$ cat config.mk
export PLATFORM = sky130hd
export DESIGN_NAME = demux16_collect_flat
export DESIGN_NICKNAME = d
export VERILOG_FILES = /design/src/rtl/demux16_collect_if.sv /design/src/rtl/demux16_collect.sv /design/src/flat_wrapper.sv
export SDC_FILE = /design/constraint.sdc
export NUM_CORES = 1
export LEC_CHECK = 0
export CAP_MARGIN = 20
export CORE_MARGIN = 3
export CORE_UTILIZATION = 45
export DETAILED_ROUTE_END_ITERATION = 8
export PLACE_DENSITY = 0.77
export REMOVE_ABC_BUFFERS = 1
export SLEW_MARGIN = 20
export SYNTH_ARGS = -nofsm -noshare
export SYNTH_HDL_FRONTEND = slang
export SYNTH_SLANG_ARGS = --single-unit
$ cat constraint.sdc
create_clock -name clk -period 2.1 [get_ports clk]
set_input_delay 0.42 -clock clk [delete_from_list [all_inputs] [get_ports clk]]
set_output_delay 0.42 -clock clk [all_outputs]
set_load 0.03 [all_outputs]
$ cat src/rtl/demux16_collect_if.sv
// Interface bundling the scalar write port, the vector output port and the
// optional duplicate-write flag of demux16_collect.
// Optional feature macro: DEMUX_DUPERR_EN (adds dup_err).
interface demux16_collect_if #(
   parameter int N = 4
);
   logic [N-1:0]    din;
   logic [3:0]      sel;
   logic            in_valid;
   logic            in_ready;
   logic            flush;
   logic [16*N-1:0] vec_out;
   logic [15:0]     lane_mask;
   logic            out_valid;
   logic            out_ready;
`ifdef DEMUX_DUPERR_EN
   logic            dup_err;
`endif

   // Producer/consumer side (testbench or surrounding datapath)
   modport master (
      output din, sel, in_valid, flush, out_ready,
      input  in_ready, vec_out, lane_mask, out_valid
`ifdef DEMUX_DUPERR_EN
      , input dup_err
`endif
   );

   // Collector side
   modport slave (
      input  din, sel, in_valid, flush, out_ready,
      output in_ready, vec_out, lane_mask, out_valid
`ifdef DEMUX_DUPERR_EN
      , output dup_err
`endif
   );
endinterface

$ cat src/rtl/demux16_collect.sv
// demux16_collect: scatters lane-tagged scalars into 16 lane registers and
// presents the assembled vector when all lanes are written or on flush.
// Optional feature macro: DEMUX_DUPERR_EN (sticky duplicate-write flag).
module demux16_collect #(
   parameter int N = 4
) (
   input  logic               clk,
   input  logic               rst_n,
   demux16_collect_if.slave   bus
);

   typedef enum logic {COLLECT = 1'b0, HOLD = 1'b1} state_t;

   state_t          state_q, state_d;
   logic [15:0]     mask_q, mask_d;
   logic            wr_accept;
   logic            emit_done;
   logic [16*N-1:0] vec_w;

   // Next-state, handshake outputs and post-write mask
   always_comb begin
      state_d       = state_q;
      mask_d        = mask_q;
      bus.in_ready  = 1'b0;
      bus.out_valid = 1'b0;
      wr_accept     = 1'b0;
      emit_done     = 1'b0;
      case (state_q)
         COLLECT: begin
            bus.in_ready = 1'b1;
            wr_accept    = bus.in_valid;
            if (wr_accept)
               mask_d = mask_q | (16'b1 << bus.sel);
            // The flush decision looks at the mask including this cycle's write
            if (mask_d == 16'hFFFF || (bus.flush && mask_d != 16'h0000))
               state_d = HOLD;
         end
         HOLD: begin
            bus.out_valid = 1'b1;
            if (bus.out_ready) begin
               emit_done = 1'b1;
               mask_d    = 16'h0000;
               state_d   = COLLECT;
            end
         end
         default: state_d = COLLECT;
      endcase
   end

   // State and mask registers
   always_ff @(posedge clk) begin
      if (!rst_n) begin
         state_q <= COLLECT;
         mask_q  <= 16'h0000;
      end else begin
         state_q <= state_d;
         mask_q  <= mask_d;
      end
   end

   // One register per lane; each loads on a write to its own index and
   // clears when the held vector is taken.
   for (genvar gi = 0; gi < 16; gi++) begin : gen_lane
      logic [N-1:0] lane_q;

      // Lane storage update
      always_ff @(posedge clk) begin
         if (!rst_n)
            lane_q <= '0;
         else if (emit_done)
            lane_q <= '0;
         else if (wr_accept && bus.sel == 4'(gi))
            lane_q <= bus.din;
      end

      assign vec_w[gi*N +: N] = lane_q;
   end

   // Output is the raw register contents in every state
   assign bus.vec_out   = vec_w;
   assign bus.lane_mask = mask_q;

`ifdef DEMUX_DUPERR_EN
   logic dup_q, dup_d;

   // Sticky flag: set on a write to an already-written lane, cleared on emit
   always_comb begin
      dup_d = dup_q;
      if (emit_done)
         dup_d = 1'b0;
      else if (wr_accept && mask_q[bus.sel])
         dup_d = 1'b1;
   end

   // Duplicate flag register
   always_ff @(posedge clk) begin
      if (!rst_n)
         dup_q <= 1'b0;
      else
         dup_q <= dup_d;
   end

   assign bus.dup_err = dup_q;
`endif

endmodule

$ cat src/flat_wrapper.sv
// flat-port wrapper written by rule: the top's interface ports become plain ports
module demux16_collect_flat 
#(
   parameter int N = 4
)
  (clk, rst_n, bus_din, bus_sel, bus_in_valid, bus_flush, bus_out_ready, bus_in_ready, bus_vec_out, bus_lane_mask, bus_out_valid);
  demux16_collect_if #(.N(N)) bus_i ();
  input  logic clk;
  input  logic rst_n;
  input wire logic [$bits(bus_i.din)-1:0] bus_din;
  input wire logic [$bits(bus_i.sel)-1:0] bus_sel;
  input wire logic [$bits(bus_i.in_valid)-1:0] bus_in_valid;
  input wire logic [$bits(bus_i.flush)-1:0] bus_flush;
  input wire logic [$bits(bus_i.out_ready)-1:0] bus_out_ready;
  output wire logic [$bits(bus_i.in_ready)-1:0] bus_in_ready;
  output wire logic [$bits(bus_i.vec_out)-1:0] bus_vec_out;
  output wire logic [$bits(bus_i.lane_mask)-1:0] bus_lane_mask;
  output wire logic [$bits(bus_i.out_valid)-1:0] bus_out_valid;
  assign bus_i.din = bus_din;
  assign bus_i.sel = bus_sel;
  assign bus_i.in_valid = bus_in_valid;
  assign bus_i.flush = bus_flush;
  assign bus_i.out_ready = bus_out_ready;
  assign bus_in_ready = bus_i.in_ready;
  assign bus_vec_out = bus_i.vec_out;
  assign bus_lane_mask = bus_i.lane_mask;
  assign bus_out_valid = bus_i.out_valid;
  demux16_collect #(.N(N)) u_core (.clk(clk), .rst_n(rst_n), .bus(bus_i));
endmodule
==> results_dict.tcl <==
set metrics [dict create \
    p_sw_frac 0.2640 \
    cts_buffers 9 \
    cpLargestDelayFamily "buffers and inverters" \
    critPathKind "register to output pin" \
    critical_path.startpoint_type "register" \
    grt_pass1_wl_um 14120 \
    design_area_um2 4506 \
    maxCapViolCount 0 \
    yosysMostFrequentCell "dfxtp_1" \
    worst_r2r_endpoint "u_core.gen_lane[11].lane_q[0]" \
    slowest_delay_ns 0.71 \
    dieArea_um2 8214 \
    ant_nets 0 \
    antenna_cells 0 \
    syn-mean-instance-area_um2 8.180 \
    clk_path_buf_depth 2 \
    fillCellCount 613 \
    drv_slew 0 \
    cp_num_buf_inv 2 \
    synth_common_cells "dfxtp_1 (81), nand2_1 (67), a21oi_1 (60), nand3_1 (59), nor2_1 (39)" \
    ir_drop_v 0.0005679 \
    yosys_warnings 0 \
    layout.nets 496 \
    core_um2 6869 \
    arrival_ns 1.58 \
    synth_area_leaders "dfxtp_1 (50%), a21oi_1 (9.3%), nand3_1 (9.2%), nand2_1 (7.8%), mux2i_1 (5.0%)" \
    post_drt_wl_per_cell_um 14.69 \
    synth_fa_ha_area_frac 0 \
    p_clk_frac 0.384 \
    cts_resized 0 \
    yosys.area_share.simple 0.2667 \
    synth_compound_area_frac 0.1184 \
    final_layout_size_suffix_gt1_frac 0.08607 \
    seqPwrFrac 0.509 \
    ys_async_sr_fraction 0 \
    synth-xor-area-share 0 \
    path_depth 2 \
    area_growth_pct 39.79 \
    yosysSeqAreaShare 0.5031 \
    row_count 30 \
    rsz0062_at_grt "false" \
    hold_viol_final 0 \
    routed_via_density 5.286 \
    total_power_mw 3.090 \
    r2r_start "u_core.state_q" \
    synth-main-ff-cell "dfxtp_1" \
    worstPathCellList "inv_1 > clkdlybuf4s50_1" \
    min_to "u_core.gen_lane[1].lane_q[1]" \
    num_vias 3087 \
    clk_latency_ns 0.36 \
    drt_iter0_drc 147 \
    antenna_found_initial 0 \
    grt_pass1_vias 2934 \
    routabilityCongestion 0.9144 \
    overflow 0 \
    portBuffers 94 \
    max_slew_margin 0.7580 \
    htree_levels 3 \
    status "completed" \
    powerDensity_nw_per_um2 685.9 \
    num_io_pins 95 \
    die_h_um 90.63 \
    synth_largest_area_cell "dfxtp_1" \
    crit_slowest_cell "clkdlybuf4s50_1" \
    synth_edf_count 0 \
    clock_sinks 81 \
    start_util 0.4692 \
    cp_max_fo 5 \
    post-dp-hpwl_um 5732 \
    grt_max_degree 82 \
    period_minus_slack_ns 1.996 \
    die_w_um 90.63 \
    fin_cells 584 \
    p_leak_nw 1.487 \
    yosys_register_bits 81 \
    dp_cells 568 \
    netlist.area_leader.share 0.5031 \
    synthCells 394 \
    cp-end-kind "output pin" \
    syn-cell-area_um2 3223 \
    drc 0 \
    routed_wl_um 8580 \
    min_delay_path_depth 2 \
    final.setup_skew_ns 0.008987 \
    cts_tree "yes" \
    synthMuxAreaShare 0.04969 \
    regToRegSetupSlack_ns 0.71 \
    rr_worst_depth 6 \
    setup_viol 0 \
    clk_pin_slew_ns 0.08 \
    synth_top_family_by_area "simple AND/OR/NAND/NOR gates" \
    hold_buffers 0 \
    switching_power_mw 0.8160 \
    comb_power_share 0.106 \
    cp.required_ns 1.68 \
    tns_ns 0 \
    synth_cell_types 25 \
    track_usage 0.2083 \
    min_period_over_period 0.9506 \
    worst_hold_path_type "register to register" \
    min_from "u_core.gen_lane[1].lane_q[1]" \
    max_freq_mhz 501.0 \
    root_buffer "clkbuf_8" \
    dpl_cell_area_um2 4293 \
    p_int_mw 2.274 \
    tightest_slew_ns 0.3618 \
    dr.pass1.iters 5 \
    cts_setup_buffers 0 \
]
==> layout make-up <==
cell class / instances / area [µm²] / area share
Clock buffer: 10 / 137.6 / 0.03055
Clock inverter: 6 / 75.07 / 0.01666
Inverter: 1 / 3.754 / 0.0008331
Multi-Input combinational cell: 274 / 1404 / 0.3116
Sequential cell: 81 / 1622 / 0.3599
Tap cell: 96 / 120.1 / 0.02666
Timing Repair Buffer: 116 / 1144 / 0.2538
==> placed cells by master, fill, tap and decap left out, drive strengths merged <==
cell	instances
buf	22
a31oi	1
and3b	3
nand4	3
inv	3
bufinv	1
nor4	3
a21oi	60
clkdlybuf4s50	94
nor3	1
mux2i	16
and2b	1
nor2	39
nor2b	4
a22oi	3
a32oi	5
clkbuf	10
clkinvlp	1
dfxtp	81
and3	4
nor3b	1
clkinv	2
nand3	60
and2	2
nand2	67
o41ai	1
==> logic make-up after synthesis <==
group           count (synthesis)
compound gates                 70
buf+inv                        39
flops                          81
mux                            16
simple gates                  188
==> registers in the layout, summed over array words and instances, names as in the netlist <==
register                count
u_core.state_q              1
u_core.gen_lane.lane_q     64
u_core.bus.lane_mask       16
==> metrics by stage <==
stage	util	hold WS, ns	worst slack, ns
floorplan	-	0.5672	-0.06531
CTS	0.6559	0.4585	0.09495
global route	0.6559	0.4772	0.05406
global placement	0.6250	0.4436	0.1020
finish	0.6559	0.4555	0.1038
detailed placement	0.6250	0.4473	0.03039
==> power groups by stage <==
stage | Combinational, mW | Sequential [mW] | Clock (mW)
floorplan | 0.112 | 1.65 | 0
global placement | 0.322 | 1.61 | 0
detailed placement | 0.326 | 1.61 | 0
CTS | 0.328 | 1.57 | 1.21
global route | 0.352 | 1.58 | 1.28
finish | 0.328 | 1.57 | 1.19
==> per-layer routing <==
| layer | routed length (µm) | GRT usage | up-vias |
|---|---|---|---|
| met1 | 3730 | 0.2715 | 1453 |
| met2 | 4083 | 0.3286 | 106 |
| met4 | 59 | 0.04974 | 0 |
| met5 | 0 | 0 | - |
| met3 | 706 | 0.07583 | 9 |
| li1 | - | - | 1519 |
==> how the worst max path moves through the flow <==
stage | from | end | slack [ns]
CTS | u_core.state_q | bus_in_ready | 0.09
finish | u_core.state_q | bus_in_ready | 0.10
floorplan | u_core.state_q | u_core.bus.lane_mask[0] | -0.07
detailed placement | bus_in_valid | u_core.state_q | 0.03
global placement | bus_in_valid | u_core.state_q | 0.10
global route | u_core.state_q | bus_in_ready | 0.05
==> tightest hold or removal path: cells and delay by family (launching register included) <==
| kind | cells | cell delay, ns |
|---|---|---|
| AND/OR/NAND/NOR | 1 | 0.05 |
| AO/OA/AOI/OAI | 1 | 0.05 |
| flip-flops | 1 | 0.31 |
No activity file was read; power rests on OpenSTA's default activity.
